--- src/rtl/player_move_ctrl_if.sv ---
// rtl/player_move_ctrl_if.sv - blocked-tile query bus between a movement controller and the map store
interface player_move_ctrl_if;
  logic       q_valid;
  logic [3:0] q_col;
  logic [3:0] q_row;
  logic       q_ack;
  logic       q_blocked;

  modport master (
    output q_valid,
    output q_col,
    output q_row,
    input  q_ack,
    input  q_blocked
  );

  modport slave (
    input  q_valid,
    input  q_col,
    input  q_row,
    output q_ack,
    output q_blocked
  );
endinterface

--- src/rtl/player_move_ctrl.sv ---
// rtl/player_move_ctrl.sv - grid-aligned, tick-paced player movement with blocked-tile query
module player_move_ctrl #(
  parameter int TILE      = 48,
  parameter int STEP      = 4,
  parameter int GRID_COLS = 13,
  parameter int GRID_ROWS = 10,
  parameter int START_COL = 1,
  parameter int START_ROW = 1
) (
  input  logic                clk,
  input  logic                rst_n,
  input  logic                tick,
  input  logic                btn_up,
  input  logic                btn_down,
  input  logic                btn_left,
  input  logic                btn_right,
  player_move_ctrl_if.master  qbus,
  output logic [9:0]          p_x,
  output logic [9:0]          p_y,
  output logic [3:0]          tile_col,
  output logic [3:0]          tile_row,
  output logic                moving,
  output logic [1:0]          facing
);

  typedef enum logic [1:0] {
    S_IDLE  = 2'd0,
    S_QUERY = 2'd1,
    S_MOVE  = 2'd2
  } state_t;

  localparam logic [1:0] DIR_UP    = 2'd0;
  localparam logic [1:0] DIR_DOWN  = 2'd1;
  localparam logic [1:0] DIR_LEFT  = 2'd2;
  localparam logic [1:0] DIR_RIGHT = 2'd3;

  localparam logic [9:0] TILE_PX   = 10'(TILE);
  localparam logic [9:0] STEP_PX   = 10'(STEP);
  localparam logic [5:0] TILE_REM  = 6'(TILE);
  localparam logic [5:0] STEP_REM  = 6'(STEP);
  localparam logic [3:0] LAST_COL  = 4'(GRID_COLS - 1);
  localparam logic [3:0] LAST_ROW  = 4'(GRID_ROWS - 1);
  localparam logic [3:0] RST_COL   = 4'(START_COL);
  localparam logic [3:0] RST_ROW   = 4'(START_ROW);
  localparam logic [9:0] RST_PX    = 10'(START_COL * TILE);
  localparam logic [9:0] RST_PY    = 10'(START_ROW * TILE);

  state_t     state_q, state_d;
  logic [9:0] p_x_q, p_x_d;
  logic [9:0] p_y_q, p_y_d;
  logic [3:0] tile_col_q, tile_col_d;
  logic [3:0] tile_row_q, tile_row_d;
  logic       q_valid_q, q_valid_d;
  logic [3:0] q_col_q, q_col_d;
  logic [3:0] q_row_q, q_row_d;
  logic       moving_q, moving_d;
  logic [1:0] facing_q, facing_d;
  logic [5:0] rem_q, rem_d;

  logic       dir_hit;
  logic [1:0] dir_sel;
  logic [3:0] tgt_col;
  logic [3:0] tgt_row;
  logic       tgt_ok;

  // Pick the highest-priority pressed button (up > down > left > right).
  always_comb begin
    dir_hit = 1'b1;
    dir_sel = DIR_DOWN;
    if (btn_up)         dir_sel = DIR_UP;
    else if (btn_down)  dir_sel = DIR_DOWN;
    else if (btn_left)  dir_sel = DIR_LEFT;
    else if (btn_right) dir_sel = DIR_RIGHT;
    else                dir_hit = 1'b0;
  end

  // Neighbouring tile in the chosen direction and whether it lies on the playfield.
  always_comb begin
    tgt_col = tile_col_q;
    tgt_row = tile_row_q;
    tgt_ok  = 1'b0;
    case (dir_sel)
      DIR_UP: begin
        tgt_ok  = (tile_row_q != 4'd0);
        tgt_row = tile_row_q - 4'd1;
      end
      DIR_DOWN: begin
        tgt_ok  = (tile_row_q < LAST_ROW);
        tgt_row = tile_row_q + 4'd1;
      end
      DIR_LEFT: begin
        tgt_ok  = (tile_col_q != 4'd0);
        tgt_col = tile_col_q - 4'd1;
      end
      default: begin
        tgt_ok  = (tile_col_q < LAST_COL);
        tgt_col = tile_col_q + 4'd1;
      end
    endcase
  end

  // Next-state logic for the IDLE -> QUERY -> MOVE cycle.
  always_comb begin
    state_d    = state_q;
    p_x_d      = p_x_q;
    p_y_d      = p_y_q;
    tile_col_d = tile_col_q;
    tile_row_d = tile_row_q;
    q_valid_d  = q_valid_q;
    q_col_d    = q_col_q;
    q_row_d    = q_row_q;
    moving_d   = moving_q;
    facing_d   = facing_q;
    rem_d      = rem_q;
    case (state_q)
      S_IDLE: begin
        if (tick && dir_hit) begin
          facing_d = dir_sel;
          if (tgt_ok) begin
            q_col_d   = tgt_col;
            q_row_d   = tgt_row;
            q_valid_d = 1'b1;
            state_d   = S_QUERY;
          end
        end
      end
      S_QUERY: begin
        // Ticks are dropped here, so an ack coinciding with a tick never steps the sprite.
        if (q_valid_q && qbus.q_ack) begin
          q_valid_d = 1'b0;
          if (qbus.q_blocked) begin
            state_d = S_IDLE;
          end else begin
            state_d  = S_MOVE;
            rem_d    = TILE_REM;
            moving_d = 1'b1;
          end
        end
      end
      S_MOVE: begin
        if (tick) begin
          case (facing_q)
            DIR_UP:   p_y_d = p_y_q - STEP_PX;
            DIR_DOWN: p_y_d = p_y_q + STEP_PX;
            DIR_LEFT: p_x_d = p_x_q - STEP_PX;
            default:  p_x_d = p_x_q + STEP_PX;
          endcase
          rem_d = rem_q - STEP_REM;
          // Final step snaps to the exact tile origin so pixel and tile state agree.
          if (rem_q == STEP_REM) begin
            tile_col_d = q_col_q;
            tile_row_d = q_row_q;
            p_x_d      = {6'd0, q_col_q} * TILE_PX;
            p_y_d      = {6'd0, q_row_q} * TILE_PX;
            moving_d   = 1'b0;
            state_d    = S_IDLE;
          end
        end
      end
      default: begin
        state_d = S_IDLE;
      end
    endcase
  end

  // State and output registers; reset lands the sprite on its spawn tile facing down.
  always_ff @(posedge clk or negedge rst_n) begin
    if (!rst_n) begin
      state_q    <= S_IDLE;
      p_x_q      <= RST_PX;
      p_y_q      <= RST_PY;
      tile_col_q <= RST_COL;
      tile_row_q <= RST_ROW;
      q_valid_q  <= 1'b0;
      q_col_q    <= 4'd0;
      q_row_q    <= 4'd0;
      moving_q   <= 1'b0;
      facing_q   <= DIR_DOWN;
      rem_q      <= 6'd0;
    end else begin
      state_q    <= state_d;
      p_x_q      <= p_x_d;
      p_y_q      <= p_y_d;
      tile_col_q <= tile_col_d;
      tile_row_q <= tile_row_d;
      q_valid_q  <= q_valid_d;
      q_col_q    <= q_col_d;
      q_row_q    <= q_row_d;
      moving_q   <= moving_d;
      facing_q   <= facing_d;
      rem_q      <= rem_d;
    end
  end

  assign qbus.q_valid = q_valid_q;
  assign qbus.q_col   = q_col_q;
  assign qbus.q_row   = q_row_q;
  assign p_x          = p_x_q;
  assign p_y          = p_y_q;
  assign tile_col     = tile_col_q;
  assign tile_row     = tile_row_q;
  assign moving       = moving_q;
  assign facing       = facing_q;

endmodule

--- src/flat_wrapper.sv ---
// flat-port wrapper written by rule: the top's interface ports become plain ports
module player_move_ctrl_flat 
#(
  parameter int TILE      = 48,
  parameter int STEP      = 4,
  parameter int GRID_COLS = 13,
  parameter int GRID_ROWS = 10,
  parameter int START_COL = 1,
  parameter int START_ROW = 1
)
  (clk, rst_n, tick, btn_up, btn_down, btn_left, btn_right, p_x, p_y, tile_col, tile_row, moving, facing, qbus_q_valid, qbus_q_col, qbus_q_row, qbus_q_ack, qbus_q_blocked);
  player_move_ctrl_if qbus_i ();
  input  logic clk;
  input  logic rst_n;
  input  logic tick;
  input  logic btn_up;
  input  logic btn_down;
  input  logic btn_left;
  input  logic btn_right;
  output logic [9:0] p_x;
  output logic [9:0] p_y;
  output logic [3:0] tile_col;
  output logic [3:0] tile_row;
  output logic moving;
  output logic [1:0] facing;
  output wire logic [$bits(qbus_i.q_valid)-1:0] qbus_q_valid;
  output wire logic [$bits(qbus_i.q_col)-1:0] qbus_q_col;
  output wire logic [$bits(qbus_i.q_row)-1:0] qbus_q_row;
  input wire logic [$bits(qbus_i.q_ack)-1:0] qbus_q_ack;
  input wire logic [$bits(qbus_i.q_blocked)-1:0] qbus_q_blocked;
  assign qbus_q_valid = qbus_i.q_valid;
  assign qbus_q_col = qbus_i.q_col;
  assign qbus_q_row = qbus_i.q_row;
  assign qbus_i.q_ack = qbus_q_ack;
  assign qbus_i.q_blocked = qbus_q_blocked;
  player_move_ctrl #(.TILE(TILE), .STEP(STEP), .GRID_COLS(GRID_COLS), .GRID_ROWS(GRID_ROWS), .START_COL(START_COL), .START_ROW(START_ROW)) u_core (.clk(clk), .rst_n(rst_n), .tick(tick), .btn_up(btn_up), .btn_down(btn_down), .btn_left(btn_left), .btn_right(btn_right), .qbus(qbus_i), .p_x(p_x), .p_y(p_y), .tile_col(tile_col), .tile_row(tile_row), .moving(moving), .facing(facing));
endmodule
--- config.mk ---
export PLATFORM = sky130hd
export DESIGN_NAME = player_move_ctrl_flat
export DESIGN_NICKNAME = d
export VERILOG_FILES = /design/src/rtl/player_move_ctrl_if.sv /design/src/rtl/player_move_ctrl.sv /design/src/flat_wrapper.sv
export SDC_FILE = /design/constraint.sdc
export NUM_CORES = 1
export LEC_CHECK = 0
export BUFFER_PORTS_ARGS = -buffer_cell sky130_fd_sc_hd__buf_2
export CORE_ASPECT_RATIO = 1.25
export CORE_MARGIN = 10
export CORE_UTILIZATION = 57
export DETAILED_ROUTE_END_ITERATION = 8
export PLACE_DENSITY = 0.83
export SETUP_SLACK_MARGIN = 0.15
export SLEW_MARGIN = 20
export SYNTH_ARGS = -nofsm -noshare
export SYNTH_HDL_FRONTEND = slang
export SYNTH_SLANG_ARGS = --single-unit
export TNS_END_PERCENT = 50
--- constraint.sdc ---
create_clock -name clk -period 2.6 [get_ports clk]
set_input_delay 0 -clock clk [delete_from_list [all_inputs] [get_ports clk]]
set_output_delay 0 -clock clk [all_outputs]
set_load 0.02 [all_outputs]
* After elaboration in Yosys (flattened, before gate mapping)
Index checks and enable logic that the tools add are counted.
** Word-level totals
- Bits in read-only memories :: 0
- Bits of input ports :: 9
- Word-level logic and storage cells :: 94
- Flip-flop bits (word level) :: 48
- RAM bits :: 0
- Latch bits :: 0
- Memories kept :: 0
** Cells by class
- Eq/ne operators :: 14
- Add/sub/neg operators :: 9
- Reduce and logical (&&, ||, !) cells :: 21
- Bitwise gates (word level) :: 0
- Divide/modulo/power cells :: 0
- $mul :: 2
- Shift operators :: 0
- Magnitude comparators :: 2
- Muxes and demuxes :: 35
** Operators with widths (number)
- 10-bit one-hot mux with 2 select lines :: 2
- 10-bit by 3-bit adder with 10-bit output, second input constant :: 2
- 10-bit 2-to-1 mux :: 2
- 2-bit 2-to-1 mux :: 10
- 10-bit by 3-bit subtractor with 10-bit output, second input constant :: 2
- 6-bit 2-to-1 mux :: 3
- 4-bit one-hot mux with 2 select lines :: 2
- 4-bit by 2-bit multiplier with 6-bit output, second input constant :: 2
- 6-bit one-hot mux with 2 select lines :: 1
- 3-bit AND reduction :: 4
- 1-bit 2-to-1 mux :: 11
- 2-bit by 1-bit inequality test with 1-bit output, second input constant :: 5
- 5-bit AND reduction :: 2
- 4-bit by 1-bit adder with 4-bit output, second input constant :: 2
- 4-bit less-than comparator, second input constant :: 2
- 4-bit AND reduction :: 2
- 4-bit nonzero test :: 2
- 4-bit by 1-bit subtractor with 4-bit output, second input constant :: 2
- 2-bit by 1-bit equality test with 1-bit output, second input constant :: 3
- 2-bit equality test, second input constant :: 3
- 6-bit by 3-bit equality test with 1-bit output, second input constant :: 1
- 2-bit logical NOT :: 3
- 2-bit one-hot mux with 3 select lines :: 1
- 6-bit by 3-bit subtractor with 6-bit output, second input constant :: 1
- 8 further kinds :: 13

* Longest topological paths before layout
Gate-level depths: netlist (run 1).
- Depth in word-level cells :: 9
- Mapped depth :: 10

* Worst setup path after synthesis (run 1)
Ideal clock, no wire load.
- Path type :: reg-to-reg
- Start point :: reg u_core.facing_q[1] (netlist: u_core.facing[1])
- End point :: reg u_core.p_x_q[8] (netlist: u_core.p_x[8])
- Setup slack :: 0.245 ns
- Clock period less this slack :: 2.355 ns
- Arrival time :: 2.273 ns
- Cell stages (with the launch flop) :: 9
- Path buffers :: 0
- Cells stage by stage :: dfrtp_1 > nor2b_1 > ha_1 > a211oi_1 > o21bai_1 > a21oi_1 > xnor2_1 > mux2i_1 > o21ai_0
** On the way
- Cells in the longest elaborated chain, start to end :: 4
- Elaborated cells between the ends (all ways) :: 8
- Those cells by class :: 3 x eq/ne; 2 x mux; 3 x reduce/logical
** Ends and longest elaborated chain
- start: declaration :: RTL line player_move_ctrl.sv:57 : logic [1:0] facing_q, facing_d;
- start signal: assignment :: RTL line player_move_ctrl.sv:190 : facing_q <= facing_d;
- 2-bit by 1-bit equality test with 1-bit output / 2-bit logical NOT (equally long branches) :: RTL line player_move_ctrl.sv:142 : case (facing_q)
- 2-bit OR reduction (no source line)
- 10-bit one-hot mux with 2 select lines / 2-bit by 1-bit inequality test with 1-bit output (equally long branches)
- 10-bit 2-to-1 mux / 3-bit AND reduction (equally long branches)
- end signal: assignment :: RTL line player_move_ctrl.sv:182 : p_x_q <= p_x_d;
- end: declaration :: RTL line player_move_ctrl.sv:49 : logic [9:0] p_x_q, p_x_d;
Several ways; a longest one is shown, not always the timed one.
A chain may end at the register's enable or synchronous reset.

* Final worst setup path (run 1)
- Start point :: reg u_core.facing_q[0] (netlist: u_core.facing[0])
- End point :: reg u_core.p_x_q[8] (netlist: u_core.p_x[8])
Same word-level chain as after synthesis.

==> results of run 1 <==
==> metal layers <==
layer | track usage | part of all wire | up-vias
li1 | - | - | 1209
met1 | 0.1833 | 0.43 | 1192
met2 | 0.2789 | 0.51 | 64
met3 | 0.03855 | 0.047 | 12
met4 | 0.05076 | 0.011 | 0
met5 | 0 | 0 | -
==> state kept, by name, summed over array words and instances, names as in the netlist <==
name / count
u_core.qbus.q_valid: 1
u_core.state_q: 2
u_core.tile_col: 4
u_core.moving: 1
u_core.p_x: 8
u_core.qbus.q_row: 4
u_core.rem_q: 4
u_core.tile_row: 4
u_core.facing: 2
u_core.p_y: 8
u_core.qbus.q_col: 4
==> cell families (layout without fill, tap and decap cells) <==
family / count (synthesis) / in the layout / share of synthesized area
muxes: 18 / 18 / 0.06857
AOI/OAI and AO/OA: 95 / 95 / 0.1979
other: 1 / 4 / 0.001238
buffers and inverters: 29 / 77 / 0.05535
adders and majority gates: 34 / 34 / 0.1553
DFF: 42 / 42 / 0.3499
and+or+nand+nor: 78 / 78 / 0.1227
xor gates and xnor gates: 17 / 17 / 0.04916
==> power groups by stage <==
| stage | sequential, µW | combinational, µW | clock (µW) |
|---|---|---|---|
| 2_1_floorplan | 1570 | 1910 | 0 |
| 3_3_place_gp | 1310 | 2810 | 0 |
| 3_5_place_dp | 1330 | 2920 | 0 |
| 4_1_cts | 1320 | 2950 | 451 |
| 5_1_grt | 1380 | 3320 | 473 |
| 6_report | 1330 | 2960 | 443 |
==> worst paths after layout <==
| kind | cells past startpoint | startpoint | endpoint | slack [ns] |
|---|---|---|---|---|
| min in group asynchronous | 2 | rst_n | u_core.tile_col[2] | 0.38 |
| setup / recovery | 8 | u_core.facing[0] | u_core.p_x[8] | 0.27 |
| hold reg to reg | 2 | u_core.p_x[5] | u_core.p_x[5] | 0.50 |
| max in group asynchronous | 2 | rst_n | u_core.rem_q[2] | 1.62 |
| hold / removal | 3 | tick | u_core.state_q[1] | 0.005 |
| setup reg to reg | 8 | u_core.facing[0] | u_core.p_x[8] | 0.27 |
==> repair_timing <==
item                                    4_1_cts  5_1_grt
hold endpoints to repair                     35        0
gates resized for setup                       0        2
endpoints found under the setup margin        0        4
hold buffers                                  1        0
==> worst min-delay path, cell delays in order <==
cell and delay [ns]:
buf_2 0.11, a211o_1 0.11, nand2_1 0.05
==> metrics by stage <==
stage	area, µm²	setup WS [ns]	utilization	hold slack [ns]
after floorplan	3040	0.2446	-	-0.2956
after global placement	3287	0.3796	0.6425	0.1966
after detailed placement	3287	0.3174	0.6425	0.2094
after CTS	3388	0.2870	0.6623	0.001343
after global routing	3396	0.1106	0.6637	0.03084
final	3396	0.2730	0.6637	0.004745
==> cell type report <==
| cell class | count | area [µm²] |
|---|---|---|
| Inverter | 17 | 63.81 |
| Timing Repair Buffer | 52 | 282.8 |
| Sequential cell | 42 | 1060 |
| Multi-Input combinational cell | 246 | 1821 |
| Clock inverter | 1 | 5.005 |
| Clock buffer | 7 | 86.33 |
| Tap cell | 62 | 77.57 |
| Fill cell | 408 | 1720 |
==> layout by cell type, fill, tap and decap left out, types with 7 or more instances in the layout <==
master,count
a21oi_1,20
mux2i_1,8
dfrtp_1,35
nor2_1,15
buf_4,7
o21ai_0,34
inv_1,17
nand2_1,32
xnor2_1,14
buf_2,44
dfstp_2,7
ha_1,28
==> impl_metrics.toml, run 1 <==
[grt]
grt_overflow = 0
grt_max_degree = 43
track_usage = 0.1582
first_global_vias = 2523
grt_pass1_wl_um = 11440
grt_antenna_before_repair = 0

[route]
vias = 2477
drt_first_pass_iters = 4
post-route-drc-count = 0
wl_per_cell_um = 16.11
drt_iter0_markers = 130
finalWirelength_um = 6879
avgViaCountPerCell = 5.801
ant_nets = 0

[clock_tree]
cts_root_buf = "clkbuf_8"
ctsLongestPathBuffers = 2
numCtsBuffers = 5
clk_pin_slew_ns = 0.08
cts_tree = "built"
post_cts_buffers = 0
clkSinkCount = 42
clkLatencyLatePin_ns = 0.30
htreeDepth = 2

[worst_hold_path]
hold_path_class = "input port to flop"

[power_and_ir_drop]
power_uw = 4732
combPwrFrac = 0.626
ir_drop_mv = 0.6291
powerDensity_mw_per_mm2 = 1394
p_int_uw = 2507
switching_power_uw = 2226
seqPwrFrac = 0.281
p_clk_frac = 0.094
swShare = 0.4703
p_leak_uw = 0.001649

[timing]
worstMarginPinSlew_ns = 0.9426
slew_headroom = 0.3716
setup_tns_ns = 0
rsz0062_at_grt = "true"
post-route-period-util = 0.8950
max_freq_ghz = 0.4297
skew_ns = 0.005594
setup_viol = 0
layout_min_cycle_time_ns = 2.327
maxSlewViolCount = 0
hold_viol = 0

[setup_path]
cp.required_ns = 2.81
start_kind = "flop"
critPathCaptureType = "flop"
slowest_stage = "nor2b_1"
cp_cell_sequence = "nor2b_1, ha_1, a211oi_1, o21bai_1, a21oi_1, xnor2_1, mux2i_1, o21ai_0"
cp.arrival_ns = 2.54
path_delay_family = "compound AO/OA/AOI/OAI gates"
critPathMaxFanout = 6
cp.buffers_inverters = 0
path_class = "flop to flop"
max_stage_delay_ns = 0.43

[synthesis]
avgSynthCellArea_um2 = 9.647
netlist_top_cells_count = "35 x dfrtp_1, 34 x o21ai_0, 32 x nand2_1"
synth-seq-cells = 42
ys_types = 51
ys_async_sr_fraction = 1.000
ys_seq_area_frac = 0.3499
synthesis.area_mm2 = 0.003029
synth_edf_count = 0
syn_inst = 314
synth_area_leaders = "dfrtp_1 29%, ha_1 12%, dfstp_2 6.1%"
ys.flop_type = "dfrtp_1"
yosys.area.top_type = "dfrtp_1"
synth_warnings = 0
synth_top_area_share = 0.2891
yosysMostFrequentCell = "dfrtp_1"

[placed_design]
gp_congestion = 0.9733
placed_cells = 418
io_buffers = 44
dpl.hpwl_um = 5278

[run]
maxCapViolations = 0

[floorplanning]
placementRows = 29
dieArea_mm2 = 0.008649
start_util = 0.5921
die_h_um = 101.5
io_pins = 49
core_mm2 = 0.005116
die_x_um = 85.21

[layout]
n_antenna_cell = 0
drive_gt1_frac = 0.2301
syn2layout_area_growth_pct = 12.10
layoutNonFillerInstCount = 427
nNetsFinal = 407

[outcome]
status = "finished clean"
Note: power is estimated with default switching activity, not from simulation.
==> run 2: changes to the inputs <==
CELL_PAD_IN_SITES_DETAIL_PLACEMENT = 1   (was default)
CELL_PAD_IN_SITES_GLOBAL_PLACEMENT = 1   (was default)
CORE_UTILIZATION = 44   (was 57)
PLACE_DENSITY = 0.84   (was 0.83)
==> impl_metrics.toml, run 2 (synthesized netlist as in run 1, its figures left out) <==
[outcome]
status = "finished clean"

[grt]
grt_pass1_wl_um = 13340
first_global_vias = 2760
track_usage = 0.1518
grt_overflow = 0
grt_max_degree = 43
grt_antenna_before_repair = 0

[clock_tree]
clkSinkCount = 42
clkLatencyLatePin_ns = 0.30
clk_pin_slew_ns = 0.09
htreeDepth = 2
post_cts_buffers = 0
numCtsBuffers = 5
cts_tree = "built"
cts_root_buf = "clkbuf_8"
ctsLongestPathBuffers = 2

[power_and_ir_drop]
p_leak_uw = 0.001653
ir_drop_mv = 0.5350
powerDensity_mw_per_mm2 = 1390

[layout]
regArea_mm2 = 0.001061
fin_area_mm2 = 0.003436
drive_gt1_frac = 0.2350
layout_commonest_cell = "buf_2"
layout_common_cells = "44 x buf_2, 34 x dfrtp_1, 33 x o21ai_0"
n_antenna_cell = 0
n_fill_cell = 798
nNetsFinal = 408
multi_input_area_mm2 = 0.001821
syn2layout_area_growth_pct = 13.42

[timing]
worstMarginPinSlew_ns = 0.9673
setup_tns_ns = 0
maxSlewViolCount = 0
slew_headroom = 0.3551
setup_viol = 0
skew_ns = 0.008481
hold_viol = 0
post-route-period-util = 0.9053
max_freq_ghz = 0.4248
rsz0062_at_grt = "true"
layout_min_cycle_time_ns = 2.354

[route]
drt_iter0_markers = 74
avgViaCountPerCell = 5.550
ant_nets = 0
vias = 2514
finalWirelength_um = 7793
drt_first_pass_iters = 4
wl_per_cell_um = 17.20
post-route-drc-count = 0

[floorplanning]
die_x_um = 94.21
io_pins = 49
start_util = 0.4557
core_mm2 = 0.006648
die_h_um = 112.8
placementRows = 33
dieArea_mm2 = 0.01062

[placed_design]
place_area_mm2 = 0.003326
dpl.hpwl_um = 6189
io_buffers = 44
gp_congestion = 0.8446

[setup_path]
rrSetupSlack_ns = 0.25
start_kind = "flop"
path_class = "flop to flop"
cp_cell_sequence = "nor2b_2, ha_1, a211oi_1, o21bai_1, a21oi_1, xnor2_1, mux2i_1, o21ai_0"
reg2reg_depth = 8
timing.rr.start = "u_core.facing[1]"
critPathMaxFanout = 9
max_stage_delay_ns = 0.48
slowest_stage = "dfrtp_2"
critPathCaptureType = "flop"
r2r-end = "u_core.p_x[8]"
cp.arrival_ns = 2.55
cp.required_ns = 2.79

[worst_hold_path]
min_to = "u_core.state_q[1]"
holdCritStartpoint = "tick"
min_path_cells = 3
hold_path_class = "input port to flop"

[run]
maxCapViolations = 0
-- run 2: timing repair --
| action | CTS | global route |
|---|---|---|
| hold buffers | 1 | 0 |
| endpoints found under the setup margin | 1 | 5 |
| endpoints found under the hold margin | 35 | 0 |
| resized for setup | 1 | 3 |
-- run 2: layout make-up --
cell class,count,share of cell area
repair buffers,53,0.08449
flip-flops and latches,42,0.3088
well taps,87,0.03168
multi-input cells,246,0.5299
inverters,17,0.01857
clock inverters,1,0.001457
clock buffers,7,0.02513
-- run 2: critical path, delay by kind of cell (launching register included) --
kind	cells	cell delay, ns
flops	1	0.48
fa+ha+maj	1	0.34
simple gates	1	0.31
compound gates	4	0.88
xor+xnor	1	0.13
mux	1	0.11
-- run 2: worst max path at each step --
stage,from,endpoint,slack [ns],cells after the start
finish,u_core.facing[1],u_core.p_x[8],0.25,8
global route,u_core.facing[1],u_core.p_x[8],0.11,8
CTS,u_core.facing[1],u_core.p_x[8],0.17,8
detailed placement,u_core.facing[1],u_core.p_x[8],0.08,8
global placement,u_core.facing[1],u_core.p_x[8],0.34,8
floorplan,u_core.facing[1],u_core.p_x[8],0.24,8
-- run 2: report_power, final --
part	switching (µW)	total, µW	leakage, µW	internal (µW)
Combinational	1650	2970	0.00111	1320
Sequential	379	1350	0.000491	974
Clock	235	450	0.0000482	215
-- run 2: routing by layer --
metal  vias up  track usage  routed length [µm]
met5         -            0                   0
met4         0      0.05178                 156
met3        13      0.03042                 293
met2        45       0.2647                4048
met1      1248       0.1782                3295
li1       1208            -                   -
-- run 2: metrics by stage --
step | setup slack (ns) | instances | power, µW | util | hold WS [ns]
4_1_cts | 0.1723 | 453 | 4811 | 0.5159 | 0.01334
5_1_grt | 0.1122 | 453 | 5272 | 0.5168 | 0.03709
3_5_place_dp | 0.08176 | 444 | 4336 | 0.5003 | 0.2138
6_report | 0.2462 | 453 | 4774 | 0.5168 | 0.01308
3_3_place_gp | 0.3428 | 444 | 4167 | 0.5003 | 0.2126
2_1_floorplan | 0.2446 | 317 | 3486 | - | -0.2956
==> run 3: changes to the inputs <==
--- a/config.mk
+++ b/config.mk
@@ -14,3 +14,4 @@
 export DETAILED_ROUTE_END_ITERATION = 8
-export PLACE_DENSITY = 0.84
+export GPL_TIMING_DRIVEN = 0
+export PLACE_DENSITY = 0.89
 export SETUP_SLACK_MARGIN = 0.15
==> constraint.sdc (replaced) <==
create_clock -name clk -period 2.6 [get_ports clk]
set_input_delay 0.52 -clock clk [delete_from_list [all_inputs] [get_ports clk]]
set_output_delay 0.52 -clock clk [all_outputs]
set_load 0.02 [all_outputs]
==> impl_metrics.toml, run 3 (synthesized netlist as in run 1, its figures left out) <==
[grt]
grt_antenna_before_repair = 0
grt_max_degree = 43
grt_overflow = 0
track_usage = 0.1543
grt_pass1_wl_um = 13490
first_global_vias = 2821

[placed_design]
dp_slack_ns = -0.1220
dpl.hpwl_um = 6216
placed_cells = 448
gp_congestion = 0.8330
place_area_mm2 = 0.003369
io_buffers = 44

[setup_path]
cp.arrival_ns = 2.56
path_class = "flop to flop"
path_delay_family = "simple AND/OR/NAND/NOR gates"
cp.required_ns = 2.84
cp.buffers_inverters = 0
max_stage_delay_ns = 0.65
start_kind = "flop"
worstSetupStartpoint = "u_core.facing[0]"
critPathCaptureType = "flop"
cp_cell_sequence = "nand2b_2, ha_1, a211oi_2, o211ai_1, nand2_1, xnor2_1, or3_1, nand4_1"
reg2reg_depth = 8
r2r-end = "u_core.p_y[9]"
rrSetupSlack_ns = 0.28
critPathMaxFanout = 7
slowest_stage = "dfstp_2"
timing.rr.start = "u_core.facing[0]"
cp.depth = 8

[timing]
rsz0062_at_grt = "false"
setup_tns_ns = 0
layout_min_cycle_time_ns = 2.319
skew_ns = 0.004746
max_freq_ghz = 0.4312
slew_headroom = 0.3524
setup_viol = 0
worstMarginPinSlew_ns = 0.9714
fin_ws_ns = 0.2809
maxSlewViolCount = 0
hold_viol = 0
post-route-period-util = 0.8920

[floorplanning]
dieArea_mm2 = 0.01062
placementRows = 33
start_util = 0.4557
die_h_um = 112.8
io_pins = 49
core_mm2 = 0.006648
die_x_um = 94.21

[clock_tree]
ctsLongestPathBuffers = 2
clk_pin_slew_ns = 0.09
cts_root_buf = "clkbuf_8"
clkSinkCount = 42
htreeDepth = 2
clkLatencyLatePin_ns = 0.30
hold_buffers = 0
numCtsBuffers = 5
cts_tree = "built"

[layout]
syn2layout_area_growth_pct = 15.70
drive_gt1_frac = 0.2500
layout_common_cells = "45 x buf_2, 34 x o21ai_0, 34 x dfrtp_1"
layoutNonFillerInstCount = 459
n_antenna_cell = 0
fin_area_mm2 = 0.003505
nNetsFinal = 414
fin_util = 0.5272
layout_commonest_cell = "buf_2"

[route]
drt_iter0_markers = 69
drt_first_pass_iters = 4
vias = 2583
ant_nets = 0
finalWirelength_um = 8108
post-route-drc-count = 0
wl_per_cell_um = 17.66
avgViaCountPerCell = 5.627

[worst_hold_path]
hold_path_class = "input port to async pin"

[outcome]
status = "finished clean"

[run]
maxCapViolations = 0

[power_and_ir_drop]
ir_drop_mv = 0.6755
p_leak_uw = 0.001691
powerDensity_mw_per_mm2 = 1392
-- run 3: cell count changes in the layout (fill, tap and decap cells not counted), sizes merged --
cell and change:
clkbuf +4, dlygate4sd3 -1, buf +3
-- run 3: area by class of cell --
| type | instances | area (µm²) |
|---|---|---|
| timing repair buffer | 47 | 242.7 |
| clock buffer | 7 | 86.33 |
| sequential | 42 | 1061 |
| fill | 781 | 3143 |
| inverter | 17 | 63.81 |
| multi-input combinational | 246 | 1833 |
| clock inverter | 1 | 5.005 |
| buffer | 12 | 103.9 |
| tap | 87 | 108.9 |
-- run 3: timing repair --
action	CTS	global route
hold endpoints to repair	0	0
resized for setup	2	4
buffers inserted	0	3
setup endpoints to repair	5	10
-- run 3: power breakdown --
group          leakage, µW  total [µW]  internal (µW)  switching, µW
logic              0.00115        3060           1350           1710
registers         0.000491        1360            974            386
clock network    0.0000482         459            215            244
-- run 3: worst max path at each step --
stage | slack [ns] | endpoint
finish | 0.28 | u_core.p_y[9]
detailed placement | -0.12 | u_core.p_x[8]
global route | 0.16 | u_core.p_y[8]
global placement | -0.007 | u_core.p_x[8]
floorplan | 0.24 | u_core.p_x[8]
CTS | 0.09 | u_core.p_y[9]
-- run 3: routing by layer --
layer	part of all wire	track usage	wire (µm)
met5	0	0	0
met4	0.024	0.05584	193
met3	0.035	0.03042	286
met2	0.51	0.2784	4157
met1	0.43	0.1722	3471
-- run 3: stage by stage --
step,total power (µW),hold slack [ns]
3_5_place_dp,4343,0.4916
3_3_place_gp,4146,0.4758
5_1_grt,5328,0.4505
4_1_cts,4847,0.4189
6_report,4878,0.3736
2_1_floorplan,3486,0.2244
